<file path="config.mk">
export PLATFORM = sky130hd
export DESIGN_NAME = multicycle_controller_flat
export DESIGN_NICKNAME = d
export VERILOG_FILES = /design/src/rtl/mc_pkg.sv /design/src/rtl/multicycle_controller_if.sv /design/src/rtl/alu_func_decode.sv /design/src/rtl/multicycle_controller.sv /design/src/flat_wrapper.sv
export SDC_FILE = /design/constraint.sdc
export NUM_CORES = 1
export LEC_CHECK = 0
export CORE_MARGIN = 5
export CORE_UTILIZATION = 55
export CTS_BUF_LIST = sky130_fd_sc_hd__clkbuf_16
export CTS_CLUSTER_SIZE = 12
export DETAILED_ROUTE_END_ITERATION = 6
export DONT_BUFFER_PORTS = 1
export MAX_ROUTING_LAYER = met4
export PLACE_DENSITY_LB_ADDON = 0.3
export SKIP_CTS_REPAIR_TIMING = 1
export SLEW_MARGIN = 0
export SYNTH_ARGS = -nofsm -noshare
export SYNTH_HDL_FRONTEND = slang
export SYNTH_SLANG_ARGS = --single-unit
export TNS_END_PERCENT = 10
</file>
<file path="constraint.sdc">
create_clock -name clk -period 2.1 [get_ports clk]
set_clock_uncertainty 0.2 [all_clocks]
set_input_delay 0.42 -clock clk [delete_from_list [all_inputs] [get_ports clk]]
set_output_delay 0.42 -clock clk [all_outputs]
set_load 0.02 [all_outputs]
</file>
<file path="src/rtl/mc_pkg.sv">
// Shared encodings for the multi-cycle MIPS controller: FSM states, opcode/func
// constants, datapath select encodings and the per-cycle control bundle.
package mc_pkg;

   localparam int unsigned OP_W     = 6;
   localparam int unsigned FUNC_W   = 6;
   localparam int unsigned ALU_OP_W = 3;
   localparam int unsigned SEL_W    = 2;

   typedef enum logic [3:0] {
      S_FETCH,
      S_DECODE,
      S_MEM_ADDR,
      S_MEM_RD,
      S_MEM_WB,
      S_MEM_WR,
      S_R_EXEC,
      S_R_WB,
      S_I_EXEC,
      S_I_WB,
      S_BRANCH,
      S_JUMP,
      S_JAL,
      S_JR
   } state_t;

   localparam logic [OP_W-1:0] OP_RTYPE = 6'h00;
   localparam logic [OP_W-1:0] OP_LW    = 6'h23;
   localparam logic [OP_W-1:0] OP_SW    = 6'h2B;
   localparam logic [OP_W-1:0] OP_BEQ   = 6'h04;
   localparam logic [OP_W-1:0] OP_BNE   = 6'h05;
   localparam logic [OP_W-1:0] OP_ADDI  = 6'h08;
   localparam logic [OP_W-1:0] OP_SLTI  = 6'h0A;
   localparam logic [OP_W-1:0] OP_J     = 6'h02;
   localparam logic [OP_W-1:0] OP_JAL   = 6'h03;

   localparam logic [FUNC_W-1:0] FN_ADD = 6'h20;
   localparam logic [FUNC_W-1:0] FN_SUB = 6'h22;
   localparam logic [FUNC_W-1:0] FN_AND = 6'h24;
   localparam logic [FUNC_W-1:0] FN_OR  = 6'h25;
   localparam logic [FUNC_W-1:0] FN_SLT = 6'h2A;
   localparam logic [FUNC_W-1:0] FN_JR  = 6'h08;

   localparam logic [ALU_OP_W-1:0] ALU_ADD = 3'b000;
   localparam logic [ALU_OP_W-1:0] ALU_SUB = 3'b001;
   localparam logic [ALU_OP_W-1:0] ALU_AND = 3'b010;
   localparam logic [ALU_OP_W-1:0] ALU_OR  = 3'b011;
   localparam logic [ALU_OP_W-1:0] ALU_SLT = 3'b100;

   localparam logic [SEL_W-1:0] PC_SRC_ALU    = 2'b00;
   localparam logic [SEL_W-1:0] PC_SRC_ALUOUT = 2'b01;
   localparam logic [SEL_W-1:0] PC_SRC_JUMP   = 2'b10;
   localparam logic [SEL_W-1:0] PC_SRC_REG    = 2'b11;

   localparam logic [SEL_W-1:0] REG_DST_RT = 2'b00;
   localparam logic [SEL_W-1:0] REG_DST_RD = 2'b01;
   localparam logic [SEL_W-1:0] REG_DST_RA = 2'b10;

   localparam logic [SEL_W-1:0] M2R_ALUOUT = 2'b00;
   localparam logic [SEL_W-1:0] M2R_MDR    = 2'b01;
   localparam logic [SEL_W-1:0] M2R_PC     = 2'b10;

   localparam logic [SEL_W-1:0] SRCB_REG    = 2'b00;
   localparam logic [SEL_W-1:0] SRCB_FOUR   = 2'b01;
   localparam logic [SEL_W-1:0] SRCB_IMM    = 2'b10;
   localparam logic [SEL_W-1:0] SRCB_IMM_SH = 2'b11;

   typedef struct packed {
      logic                pc_en;
      logic                i_or_d;
      logic                mem_read;
      logic                mem_write;
      logic                ir_write;
      logic                reg_write;
      logic [SEL_W-1:0]    reg_dst;
      logic [SEL_W-1:0]    mem_to_reg;
      logic                alu_src_a;
      logic [SEL_W-1:0]    alu_src_b;
      logic [ALU_OP_W-1:0] alu_op;
      logic [SEL_W-1:0]    pc_src;
      logic                instr_done;
      logic                illegal;
   } ctrl_t;

endpackage

</file>
<file path="src/rtl/multicycle_controller_if.sv">
// Controller <-> datapath bundle: instruction fields and zero flag in, control strobes out.
interface multicycle_controller_if;
   import mc_pkg::*;

   logic [OP_W-1:0]     op;
   logic [FUNC_W-1:0]   func;
   logic                zero;
   logic                pc_en;
   logic                i_or_d;
   logic                mem_read;
   logic                mem_write;
   logic                ir_write;
   logic                reg_write;
   logic [SEL_W-1:0]    reg_dst;
   logic [SEL_W-1:0]    mem_to_reg;
   logic                alu_src_a;
   logic [SEL_W-1:0]    alu_src_b;
   logic [ALU_OP_W-1:0] alu_op;
   logic [SEL_W-1:0]    pc_src;
   logic                instr_done;
   logic                illegal;

   modport master (
      input  op, func, zero,
      output pc_en, i_or_d, mem_read, mem_write, ir_write, reg_write,
             reg_dst, mem_to_reg, alu_src_a, alu_src_b, alu_op, pc_src,
             instr_done, illegal
   );

   modport slave (
      output op, func, zero,
      input  pc_en, i_or_d, mem_read, mem_write, ir_write, reg_write,
             reg_dst, mem_to_reg, alu_src_a, alu_src_b, alu_op, pc_src,
             instr_done, illegal
   );

endinterface

</file>
<file path="src/rtl/alu_func_decode.sv">
// R-type func field to ALU operation, with a validity flag for the supported set (jr included).
module alu_func_decode
   import mc_pkg::*;
(
   input  logic [FUNC_W-1:0]   func,
   output logic [ALU_OP_W-1:0] alu_op,
   output logic                func_valid
);

   always_comb begin
      alu_op     = ALU_ADD;
      func_valid = 1'b1;
      case (func)
         FN_ADD:  alu_op = ALU_ADD;
         FN_SUB:  alu_op = ALU_SUB;
         FN_AND:  alu_op = ALU_AND;
         FN_OR:   alu_op = ALU_OR;
         FN_SLT:  alu_op = ALU_SLT;
         FN_JR:   alu_op = ALU_ADD;
         default: func_valid = 1'b0;
      endcase
   end

endmodule

</file>
<file path="src/rtl/multicycle_controller.sv">
// Multi-cycle MIPS sequencer: state register, next-state logic and Moore output decode
// (zero feeds pc_en in BRANCH, func feeds alu_op in R_EXEC).
module multicycle_controller
   import mc_pkg::*;
(
   input  logic                    clk,
   input  logic                    rst,
   multicycle_controller_if.master bus
);

   state_t              state;
   state_t              state_nx;
   logic [ALU_OP_W-1:0] r_alu_op;
   logic                func_valid;
   logic                op_legal;
   ctrl_t               ctrl;

   alu_func_decode u_alu_func_decode (
      .func       (bus.func),
      .alu_op     (r_alu_op),
      .func_valid (func_valid)
   );

   always_ff @(posedge clk) begin
      if (rst) state <= S_FETCH;
      else     state <= state_nx;
   end

   // Opcode legality; R-type additionally needs a supported func.
   always_comb begin
      op_legal = 1'b1;
      case (bus.op)
         OP_RTYPE: op_legal = func_valid;
         OP_LW, OP_SW, OP_BEQ, OP_BNE,
         OP_ADDI, OP_SLTI, OP_J, OP_JAL: op_legal = 1'b1;
         default:  op_legal = 1'b0;
      endcase
   end

   always_comb begin
      state_nx = S_FETCH;
      case (state)
         S_FETCH:    state_nx = S_DECODE;
         S_DECODE: begin
            case (bus.op)
               OP_LW, OP_SW:    state_nx = S_MEM_ADDR;
               OP_RTYPE: begin
                  if (!func_valid)          state_nx = S_FETCH;
                  else if (bus.func == FN_JR) state_nx = S_JR;
                  else                      state_nx = S_R_EXEC;
               end
               OP_BEQ, OP_BNE:  state_nx = S_BRANCH;
               OP_ADDI, OP_SLTI: state_nx = S_I_EXEC;
               OP_J:            state_nx = S_JUMP;
               OP_JAL:          state_nx = S_JAL;
               default:         state_nx = S_FETCH;
            endcase
         end
         S_MEM_ADDR: state_nx = (bus.op == OP_LW) ? S_MEM_RD : S_MEM_WR;
         S_MEM_RD:   state_nx = S_MEM_WB;
         S_R_EXEC:   state_nx = S_R_WB;
         S_I_EXEC:   state_nx = S_I_WB;
         default:    state_nx = S_FETCH;
      endcase
   end

   // Everything is held low while rst is high so no write escapes in the reset cycle.
   always_comb begin
      ctrl = '0;
      if (!rst) begin
         case (state)
            S_FETCH: begin
               ctrl.mem_read  = 1'b1;
               ctrl.ir_write  = 1'b1;
               ctrl.alu_src_b = SRCB_FOUR;
               ctrl.pc_src    = PC_SRC_ALU;
               ctrl.pc_en     = 1'b1;
            end
            S_DECODE: begin
               ctrl.alu_src_b = SRCB_IMM_SH;
               ctrl.illegal   = !op_legal;
            end
            S_MEM_ADDR: begin
               ctrl.alu_src_a = 1'b1;
               ctrl.alu_src_b = SRCB_IMM;
            end
            S_MEM_RD: begin
               ctrl.mem_read = 1'b1;
               ctrl.i_or_d   = 1'b1;
            end
            S_MEM_WB: begin
               ctrl.reg_write  = 1'b1;
               ctrl.reg_dst    = REG_DST_RT;
               ctrl.mem_to_reg = M2R_MDR;
               ctrl.instr_done = 1'b1;
            end
            S_MEM_WR: begin
               ctrl.mem_write  = 1'b1;
               ctrl.i_or_d     = 1'b1;
               ctrl.instr_done = 1'b1;
            end
            S_R_EXEC: begin
               ctrl.alu_src_a = 1'b1;
               ctrl.alu_src_b = SRCB_REG;
               ctrl.alu_op    = r_alu_op;
            end
            S_R_WB: begin
               ctrl.reg_write  = 1'b1;
               ctrl.reg_dst    = REG_DST_RD;
               ctrl.mem_to_reg = M2R_ALUOUT;
               ctrl.instr_done = 1'b1;
            end
            S_I_EXEC: begin
               ctrl.alu_src_a = 1'b1;
               ctrl.alu_src_b = SRCB_IMM;
               ctrl.alu_op    = (bus.op == OP_SLTI) ? ALU_SLT : ALU_ADD;
            end
            S_I_WB: begin
               ctrl.reg_write  = 1'b1;
               ctrl.reg_dst    = REG_DST_RT;
               ctrl.mem_to_reg = M2R_ALUOUT;
               ctrl.instr_done = 1'b1;
            end
            S_BRANCH: begin
               ctrl.alu_src_a  = 1'b1;
               ctrl.alu_src_b  = SRCB_REG;
               ctrl.alu_op     = ALU_SUB;
               ctrl.pc_src     = PC_SRC_ALUOUT;
               ctrl.pc_en      = (bus.op == OP_BEQ) ? bus.zero : !bus.zero;
               ctrl.instr_done = 1'b1;
            end
            S_JUMP: begin
               ctrl.pc_src     = PC_SRC_JUMP;
               ctrl.pc_en      = 1'b1;
               ctrl.instr_done = 1'b1;
            end
            S_JAL: begin
               ctrl.pc_src     = PC_SRC_JUMP;
               ctrl.pc_en      = 1'b1;
               ctrl.reg_write  = 1'b1;
               ctrl.reg_dst    = REG_DST_RA;
               ctrl.mem_to_reg = M2R_PC;
               ctrl.instr_done = 1'b1;
            end
            S_JR: begin
               ctrl.pc_src     = PC_SRC_REG;
               ctrl.pc_en      = 1'b1;
               ctrl.instr_done = 1'b1;
            end
            default: ctrl = '0;
         endcase
      end
   end

   assign bus.pc_en      = ctrl.pc_en;
   assign bus.i_or_d     = ctrl.i_or_d;
   assign bus.mem_read   = ctrl.mem_read;
   assign bus.mem_write  = ctrl.mem_write;
   assign bus.ir_write   = ctrl.ir_write;
   assign bus.reg_write  = ctrl.reg_write;
   assign bus.reg_dst    = ctrl.reg_dst;
   assign bus.mem_to_reg = ctrl.mem_to_reg;
   assign bus.alu_src_a  = ctrl.alu_src_a;
   assign bus.alu_src_b  = ctrl.alu_src_b;
   assign bus.alu_op     = ctrl.alu_op;
   assign bus.pc_src     = ctrl.pc_src;
   assign bus.instr_done = ctrl.instr_done;
   assign bus.illegal    = ctrl.illegal;

endmodule

</file>
<file path="src/flat_wrapper.sv">
// flat-port wrapper written by rule: the top's interface ports become plain ports
module multicycle_controller_flat import mc_pkg::*;
  (clk, rst, bus_op, bus_func, bus_zero, bus_pc_en, bus_i_or_d, bus_mem_read, bus_mem_write, bus_ir_write, bus_reg_write, bus_reg_dst, bus_mem_to_reg, bus_alu_src_a, bus_alu_src_b, bus_alu_op, bus_pc_src, bus_instr_done, bus_illegal);
  multicycle_controller_if bus_i ();
  input  logic clk;
  input  logic rst;
  input wire logic [$bits(bus_i.op)-1:0] bus_op;
  input wire logic [$bits(bus_i.func)-1:0] bus_func;
  input wire logic [$bits(bus_i.zero)-1:0] bus_zero;
  output wire logic [$bits(bus_i.pc_en)-1:0] bus_pc_en;
  output wire logic [$bits(bus_i.i_or_d)-1:0] bus_i_or_d;
  output wire logic [$bits(bus_i.mem_read)-1:0] bus_mem_read;
  output wire logic [$bits(bus_i.mem_write)-1:0] bus_mem_write;
  output wire logic [$bits(bus_i.ir_write)-1:0] bus_ir_write;
  output wire logic [$bits(bus_i.reg_write)-1:0] bus_reg_write;
  output wire logic [$bits(bus_i.reg_dst)-1:0] bus_reg_dst;
  output wire logic [$bits(bus_i.mem_to_reg)-1:0] bus_mem_to_reg;
  output wire logic [$bits(bus_i.alu_src_a)-1:0] bus_alu_src_a;
  output wire logic [$bits(bus_i.alu_src_b)-1:0] bus_alu_src_b;
  output wire logic [$bits(bus_i.alu_op)-1:0] bus_alu_op;
  output wire logic [$bits(bus_i.pc_src)-1:0] bus_pc_src;
  output wire logic [$bits(bus_i.instr_done)-1:0] bus_instr_done;
  output wire logic [$bits(bus_i.illegal)-1:0] bus_illegal;
  assign bus_i.op = bus_op;
  assign bus_i.func = bus_func;
  assign bus_i.zero = bus_zero;
  assign bus_pc_en = bus_i.pc_en;
  assign bus_i_or_d = bus_i.i_or_d;
  assign bus_mem_read = bus_i.mem_read;
  assign bus_mem_write = bus_i.mem_write;
  assign bus_ir_write = bus_i.ir_write;
  assign bus_reg_write = bus_i.reg_write;
  assign bus_reg_dst = bus_i.reg_dst;
  assign bus_mem_to_reg = bus_i.mem_to_reg;
  assign bus_alu_src_a = bus_i.alu_src_a;
  assign bus_alu_src_b = bus_i.alu_src_b;
  assign bus_alu_op = bus_i.alu_op;
  assign bus_pc_src = bus_i.pc_src;
  assign bus_instr_done = bus_i.instr_done;
  assign bus_illegal = bus_i.illegal;
  multicycle_controller u_core (.clk(clk), .rst(rst), .bus(bus_i));
endmodule
</file>
# Word level (Yosys, flattened, before mapping)
# Cells that the tools add are included.
# classes
muxes	23
reduce_logical	16
eq_ne	27
# ops
op	n
$pmux 4 s6	2
$eq 6x6->1 const B	7
$eq 4x4->1 const B	6
$mux 20	1
$pmux 5 s4	1
$eq 6x4->1 const B	3
$eq 4x3->1 const B	4
$reduce_or 8->1	2
$reduce_or 2->1	7
$eq 6x2->1 const B	2
$eq 6x3->1 const B	2
$pmux 2 s3	2
$pmux 3 s4	1
$mux 1	9
$pmux 3 s3	1
$eq 4x2->1 const B	2
$mux 4	2
$reduce_or 4->1	2
$logic_not 6->1	1
$mux 3	2
$reduce_or 6->1	1
$eq 4x1->1 const B	1
$logic_not 4->1	1
$pmux 1 s2	2
$logic_not 1->1	2
# word_totals
register_bits	4
out_inout_bits	20

# Longest topological paths before layout
# Gate-level depths: netlist (run 1).
# depth
ltp_word	7
depth_mapped	6

# Cells and area by module
# From an unflattened synthesis (run 1), not the netlist that was laid out.
# unflattened
hier_cells	140
hier_area_um2	884.6
# by_module_without_submodules
module	instances	cells_per_inst	area_each_um2
multicycle_controller	1	126	780.7
alu_func_decode	1	14	103.8

# Worst setup path after synthesis (run 1)
# No wires, ideal clock.
# synth_path
kind	input to output
start	input port bus_op[4]
end	output port bus_pc_en
cell_stages	5
setup_slack_ns	-0.387
n_path_buf	1
arrival_ns	1.867
cell_sequence	buf_2 or4b_1 o31ai_1 a21oi_1 o31ai_1
# synth_between
elab_chain_cells	4
# synth_lines
item	line_no	text
start, declared	flat_wrapper.sv:7	input wire logic [$bits(bus_i.op)-1:0] bus_op;
$eq 6x3->1	multicycle_controller.sv:129	ctrl.pc_en = (bus.op == OP_BEQ) ? bus.zero : !bus.zero;
$mux 1	multicycle_controller.sv:129	
$pmux 1 s2	multicycle_controller.sv:71	case (state)
$mux 20	multicycle_controller.sv:70	if (!rst) begin
end, declared	flat_wrapper.sv:10	output wire logic [$bits(bus_i.pc_en)-1:0] bus_pc_en;
# No other way between the ends.

# Final worst setup path (run 1)
# layout_path
start	input port bus_op[0]
end	output port bus_pc_en
# Same word-level chain as after synthesis.

==> results of run 1 <==
[area by class of cell]
type | count | area (um2)
fillers | 116 | 340
clock buffers | 3 | 75.1
flip-flops and latches | 4 | 85.1
repair buffers | 25 | 188
well taps | 16 | 20.0
inverters | 5 | 18.8
multi-input cells | 109 | 762
[final timing paths]
kind	endpoint	cells past startpoint	slack [ns]
hold reg to reg	u_core.state[0]$_SDFF_PP0_	3	0.46
setup / recovery	bus_pc_en	5	-0.29
setup reg to reg	u_core.state[0]$_SDFF_PP0_	5	0.13
hold / removal	u_core.state[0]$_SDFF_PP0_	3	0.23
[routing by layer]
metal	GRT usage [%]	part of all wire, %
met1	21.5	37
met2	37.1	53
met3	4.52	8.9
met4	10.5	1.8
met5	-	0
[worst max-delay path: stages]
cell and delay [ns]:
or4b_4 0.54, or4_4 0.44, a21oi_4 0.14, o31ai_2 0.06, buf_4 0.16
[through the flow]
stage                     hold slack [ns]  power [W]  TNS [ns]  instance area (um2)  setup slack, ns
after CTS                           0.203   0.000469    -0.717                 1090           -0.308
after global routing                0.236   0.000493    -0.831                 1150           -0.348
after floorplan                     0.432   0.000163    -0.619                  867           -0.242
final                               0.225   0.000474    -0.609                 1150           -0.289
after global placement              0.434   0.000171    -0.456                 1010           -0.297
after detailed placement            0.433   0.000173    -0.482                 1010           -0.302
[kinds of logic (layout without fill, tap and decap cells)]
kind of cell    Yosys count  count (layout)  synth area share [%]
simple gates             69              69                  48.6
compound gates           37              37                  29.5
buf+inv                  20              33                  9.34
flops                     4               4                  9.34
xor+xnor                  2               2                  2.04
mux                       1               1                  1.17
[power by group through the flow]
stage          Sequential [W]  Combinational, W  Clock (W)
6_report            0.0000820         0.0000972   0.000294
2_1_floorplan       0.0000795         0.0000838          0
3_5_place_dp        0.0000820         0.0000910          0
4_1_cts             0.0000813         0.0000922   0.000296
5_1_grt             0.0000825          0.000105   0.000305
3_3_place_gp        0.0000818         0.0000891          0
[synth_stat cells (2+ instances only)]
cell type / number
nor3_1: 9
nand3_1: 2
nand4bb_1: 2
nor4b_1: 2
nor2b_1: 3
a211oi_1: 2
o211ai_1: 2
o21ai_0: 4
dfxtp_1: 4
a21oi_1: 11
nor4_1: 3
o21ai_1: 2
nor2_1: 16
o31ai_1: 2
nand2_1: 6
or4b_1: 3
inv_1: 5
clkbuf_1: 12
a31oi_1: 2
or4_1: 3
nand2b_1: 9
a41oi_1: 2
nor3b_1: 3
o22a_1: 2
==> flow_summary.yaml, run 1 <==
run_status:
  outcome: "finished, violations left"
  violations: "negative setup slack"
place:
  place_congestion: 0.884
  dp_hpwl_mm: 1.86
  place_inst: 159
  port_buffers: 0
final_layout:
  diodes: 0
  syn_to_final_growth_pct: 34.0
  reg_top3: "u_core.state x4"
  top_register: "u_core.state"
  final_nets: 163
  final_common_cell: "buf_4"
  final_cell_mix: "buf_4 (25), nor2_1 (15), a21oi_1 (10)"
  fin_cells: 162
  layout-drive-gt1-share_pct: 30.8
  fin_util_pct: 77.1
  largest_reg_flops: 4
synth:
  synth_warnings: 0
  synthFlopType: "dfxtp_1"
  yosysSeqAreaShare_pct: 9.34
  ys_seq_elements: 4
  synth_top_area_share_pct: 9.34
  ys_top_cells_by_area: "dfxtp_1 (9.3%), nor2_1 (7.0%), nand2b_1 (6.6%)"
  synth_area_um2: 857
  synthCells: 133
  synth-edff-count: 0
  ys_types: 46
  syn_nets: 148
  synth_top_cell_by_area: "dfxtp_1"
  synthArstFlopShare_pct: 0
  avgSynthCellArea_um2: 6.44
grt:
  gr-total-overflow: 0
  grt_pass1_vias: 949
  antenna_found_initial: 0
  grt_max_degree: 16
  grtUsageTotal_pct: 21.0
  grt_pass1_wl_mm: 4.10
min_path:
  hp-class: "input pin to flop"
  hold_start: "rst"
detailed_routing:
  drt.antenna.violating_nets: 0
  drc_errors: 0
  drtIter0Drc: 31
  via_per_inst: 6.72
  wl_per_cell_um: 16.9
  totalWireLength_mm: 2.74
  drt_pass1_iterations: 4
  vias: 1088
timing:
  rsz0062_at_grt: "true"
  finalHoldViolations: 0
  timing.slew.headroom_pct: 73.5
  max_freq_ghz: 0.419
  period_minus_slack_ns: 2.39
  setup_viol: 4
  worstMarginPinSlew_ns: 0.396
  final-max-slew-violation-count: 0
  finalCritPeriodShare_pct: 114
  final.setup.worst_slack_ns: -0.289
power:
  swShare_pct: 21.7
  powerDensity_nw_per_um2: 412
  power_frac_comb_pct: 20.5
  p_seq_share_pct: 17.3
  peakVddDrop_mv: 0.297
  p_leak_nw: 0.398
  clkPwrFrac_pct: 62.2
  power.internal_w: 0.000371
  p_sw_w: 0.000103
floorplan:
  fp.dieW_um: 49.5
  die_y_um: 49.5
  coreArea_um2: 1490
  io_pins: 35
  initial_core_util_pct: 57.6
  die_area_um2: 2450
  placementRows: 14
clock_network:
  cts_tree: "built"
  htreeDepth: 1
  cts-root-buf: "clkbuf_16"
  clock_path_buffers: 2
  cts_num_sinks: 4
  clock_latency_ns: 0.22
  clk_transition_reported_paths_ns: 0.03
  cts-buffers-inserted: 3
setup_path:
  startpoint: "bus_op[0]"
  critPathArrivalTime_ns: 1.77
  worstPathRequired_ns: 1.48
  critPathLaunchType: "input pin"
  path_max_fanout: 12
  r2r-start: "u_core.state[2]$_SDFF_PP0_"
  crit_type: "input pin to output pin"
  critPathCaptureType: "output pin"
run:
  maxCapViolations: 0
No activity file was read; power rests on OpenSTA's default activity.
==> run 2: changes to the inputs <==
PLACE_DENSITY = 0.83   (was unset)
PLACE_DENSITY_LB_ADDON = unset   (was 0.3)
==> flow_summary.yaml, run 2 (synthesized netlist as in run 1, its figures left out) <==
setup_path:
  critPathLaunchType: "input pin"
  critPathArrivalTime_ns: 1.79
  r2r_cells: 5
  path_max_fanout: 12
  worstPathRequired_ns: 1.48
  critPathCaptureType: "output pin"
  rr_endpoint: "u_core.state[2]$_SDFF_PP0_"
  r2r-start: "u_core.state[2]$_SDFF_PP0_"
  crit_type: "input pin to output pin"
  r2r_slack_ns: 0.16
min_path:
  holdPathStages: 3
  hold_end: "u_core.state[0]$_SDFF_PP0_"
  hold_start: "rst"
  hp-class: "input pin to flop"
place:
  dp_hpwl_mm: 1.87
  place_inst: 159
  port_buffers: 0
  place_congestion: 0.815
timing:
  final-max-slew-violation-count: 0
  final.setup.worst_slack_ns: -0.314
  timing.slew.headroom_pct: 74.1
  setup_viol: 3
  max_freq_ghz: 0.414
  worstMarginPinSlew_ns: 0.388
  rsz0062_at_grt: "true"
  finalHoldViolations: 0
  period_minus_slack_ns: 2.41
  finalCritPeriodShare_pct: 115
floorplan:
  initial_core_util_pct: 57.6
  fp.dieW_um: 49.5
  io_pins: 35
  die_area_um2: 2450
  placementRows: 14
  coreArea_um2: 1490
  die_y_um: 49.5
clock_network:
  cts_tree: "built"
  clock_path_buffers: 2
  cts-buffers-inserted: 3
  cts-root-buf: "clkbuf_16"
  cts_num_sinks: 4
  clock_latency_ns: 0.22
  htreeDepth: 1
  clk_transition_reported_paths_ns: 0.03
final_layout:
  reg_top3: "u_core.state x4"
  top_register: "u_core.state"
  final_cell_mix: "buf_4 (25), nor2_1 (15), a21oi_1 (10)"
  final_nets: 163
  final_common_cell: "buf_4"
  fin_cells: 162
  largest_reg_flops: 4
  syn_to_final_growth_pct: 34.2
  fin_util_pct: 77.2
  layout-drive-gt1-share_pct: 31.5
  diodes: 0
detailed_routing:
  drc_errors: 0
  wl_per_cell_um: 16.8
  totalWireLength_mm: 2.72
  drt_pass1_iterations: 4
  via_per_inst: 6.65
  drt.antenna.violating_nets: 0
  drtIter0Drc: 25
  vias: 1077
power:
  p_leak_nw: 0.398
  powerDensity_nw_per_um2: 413
  peakVddDrop_mv: 0.741
grt:
  antenna_found_initial: 0
  grt_max_degree: 16
  grtUsageTotal_pct: 21.8
  gr-total-overflow: 0
  grt_pass1_vias: 943
  grt_pass1_wl_mm: 4.28
run_status:
  outcome: "finished, violations left"
  violations: "negative setup slack"
run:
  maxCapViolations: 0
run 2: how the worst max path moves through the flow:
| stage | slack [ns] | depth (start not counted) | start | endpoint |
|---|---|---|---|---|
| after floorplan | -0.24 | 5 | bus_op[4] | bus_pc_en |
| after global placement | -0.31 | 5 | bus_op[0] | bus_pc_en |
| after detailed placement | -0.32 | 5 | bus_op[0] | bus_pc_en |
| after CTS | -0.36 | 5 | bus_op[0] | bus_pc_en |
| after global routing | -0.33 | 5 | bus_op[0] | bus_pc_en |
| final | -0.31 | 5 | bus_op[0] | bus_pc_en |
run 2: worst max-delay path, stage by stage:
cell and delay, ns:
or4b_4 0.54, or4_4 0.46, a21oi_4 0.15, o31ai_2 0.07, buf_4 0.16
run 2: per-stage QoR:
step	area [um2]	power (W)	worst slack, ns	hold WS, ns	setup TNS [ns]
2_1_floorplan	867	0.000163	-0.242	0.432	-0.619
3_3_place_gp	1010	0.000171	-0.315	0.401	-0.414
3_5_place_dp	1010	0.000173	-0.316	0.419	-0.457
6_report	1150	0.000474	-0.314	0.204	-0.538
4_1_cts	1090	0.000468	-0.359	0.201	-0.758
5_1_grt	1150	0.000495	-0.331	0.224	-0.765
run 2: layout make-up:
class,instances,area [um2]
Clock buffer,3,75.1
Fill cell,121,339
Inverter,5,18.8
Multi-Input combinational cell,109,766
Sequential cell,4,82.6
Tap cell,16,20.0
Timing Repair Buffer,25,188
run 2: where the power goes:
group	leakage [nW]	switching [W]	internal, W	total, W
clock network	0.0370	0.0000523	0.000243	0.000295
registers	0.0336	0.00000145	0.0000782	0.0000797
logic	0.327	0.0000492	0.0000500	0.0000992
total	0.398	0.000103	0.000371	0.000474
run 2: layer usage:
layer  global-route usage (%)  routed length (um)  vias to the layer above
met5                        -                   0                        -
met4                     7.42                  46                        0
met3                     8.13                 220                        6
met2                     37.1                1420                       43
met1                     23.0                1030                      504
li1                         -                   -                      524
==> run 3: changes to the inputs <==
CELL_PAD_IN_SITES_DETAIL_PLACEMENT = 1   (was unset)
CELL_PAD_IN_SITES_GLOBAL_PLACEMENT = 1   (was unset)
CORE_UTILIZATION = 37   (was 55)
==> flow_summary.yaml, run 3 (synthesized netlist as in run 1, its figures left out) <==
final_layout:
  final_cell_mix: "buf_4 (26), nor2_1 (15), a21oi_1 (10)"
  nFillCells: 291
  reg_top3: "u_core.state x4"
  layout-drive-gt1-share_pct: 34.0
  seq_area_um2: 83.8
  final_common_cell: "buf_4"
  fin_cells: 175
  diodes: 0
  largest_reg_flops: 4
  top_register: "u_core.state"
  multi_input_area_um2: 767
  final_nets: 164
  syn_to_final_growth_pct: 37.1
place:
  place_inst: 172
  place_congestion: 0.828
  port_buffers: 0
  dp_hpwl_mm: 2.38
floorplan:
  die_area_um2: 3380
  io_pins: 35
  initial_core_util_pct: 38.7
  placementRows: 17
  die_y_um: 58.1
  coreArea_um2: 2210
  fp.dieW_um: 58.1
power:
  peakVddDrop_mv: 0.288
  p_leak_nw: 0.400
  powerDensity_nw_per_um2: 410
grt:
  antenna_found_initial: 0
  gr-total-overflow: 0
  grt_pass1_vias: 1159
  grtUsageTotal_pct: 21.0
  grt_pass1_wl_mm: 5.45
  grt_max_degree: 16
timing:
  max_freq_ghz: 0.420
  final-max-slew-violation-count: 0
  timing.slew.headroom_pct: 73.0
  finalCritPeriodShare_pct: 113
  finalHoldViolations: 0
  final.setup.worst_slack_ns: -0.280
  setup_viol: 4
  worstMarginPinSlew_ns: 0.403
  fin_tns_setup_ns: -0.649
  rsz0062_at_grt: "true"
  period_minus_slack_ns: 2.38
setup_path:
  r2r_slack_ns: 0.13
  critPathLaunchType: "input pin"
  worstPathRequired_ns: 1.48
  path_max_fanout: 12
  crit_type: "input pin to output pin"
  rr_endpoint: "u_core.state[0]$_SDFF_PP0_"
  r2r_cells: 5
  critPathCaptureType: "output pin"
  r2r-start: "u_core.state[2]$_SDFF_PP0_"
  critPathArrivalTime_ns: 1.76
detailed_routing:
  via_per_inst: 6.31
  vias: 1104
  drt_pass1_iterations: 4
  wl_per_cell_um: 19.0
  totalWireLength_mm: 3.33
  drc_errors: 0
  drtIter0Drc: 24
  drt.antenna.violating_nets: 0
min_path:
  hold_start: "bus_op[5]"
  hp-class: "input pin to flop"
  hold_end: "u_core.state[0]$_SDFF_PP0_"
  holdPathStages: 3
run_status:
  violations: "negative setup slack"
  outcome: "finished, violations left"
clock_network:
  htreeDepth: 1
  clk_transition_reported_paths_ns: 0.03
  cts-buffers-inserted: 3
  cts_tree: "built"
  clock_path_buffers: 2
  cts_num_sinks: 4
  cts-root-buf: "clkbuf_16"
  clock_latency_ns: 0.23
run:
  maxCapViolations: 0
run 3: how the worst max path moves through the flow:
stage          startpoint        end  cells after the start
2_1_floorplan   bus_op[4]  bus_pc_en                      5
3_3_place_gp    bus_op[0]  bus_pc_en                      5
3_5_place_dp    bus_op[0]  bus_pc_en                      5
4_1_cts         bus_op[0]  bus_pc_en                      5
5_1_grt         bus_op[0]  bus_pc_en                      5
6_report        bus_op[0]  bus_pc_en                      5
run 3: where the power goes:
part / leakage, nW / switching, W / internal [W]
combinational: 0.329 / 0.0000502 / 0.0000490
sequential: 0.0338 / 0.00000341 / 0.0000785
clock: 0.0370 / 0.0000573 / 0.000244
run 3: cell type report:
class	count	area share, %
Tap cell	28	2.98
Multi-Input combinational cell	109	65.3
Timing Repair Buffer	26	16.6
Inverter	5	1.60
Clock buffer	3	6.39
Sequential cell	4	7.14
run 3: metal layers:
layer / up-vias / wire length [um] / track usage (%) / part of all wire, %
met5: - / 0 / - / 0
met4: 0 / 55 / 9.27 / 1.7
met3: 5 / 177 / 4.45 / 5.3
met2: 27 / 1780 / 37.3 / 53
met1: 551 / 1320 / 22.2 / 40
li1: 521 / - / - / -
run 3: per-stage QoR:
| stage | hold WS [ns] | util [%] | instance area (um2) | setup WS, ns | power (W) |
|---|---|---|---|---|---|
| 2_1_floorplan | 0.432 | - | 867 | -0.242 | 0.000163 |
| 3_3_place_gp | 0.392 | 46.8 | 1040 | -0.318 | 0.000173 |
| 3_5_place_dp | 0.428 | 46.8 | 1040 | -0.315 | 0.000176 |
| 4_1_cts | 0.230 | 50.2 | 1110 | -0.321 | 0.000479 |
| 5_1_grt | 0.238 | 53.1 | 1170 | -0.325 | 0.000496 |
| 6_report | 0.216 | 53.1 | 1170 | -0.280 | 0.000482 |
run 3: critical path: stages:
cell,delay (ns)
or4b_4,0.52
or4_4,0.43
a21oi_2,0.17
o31ai_2,0.07
buf_4,0.16
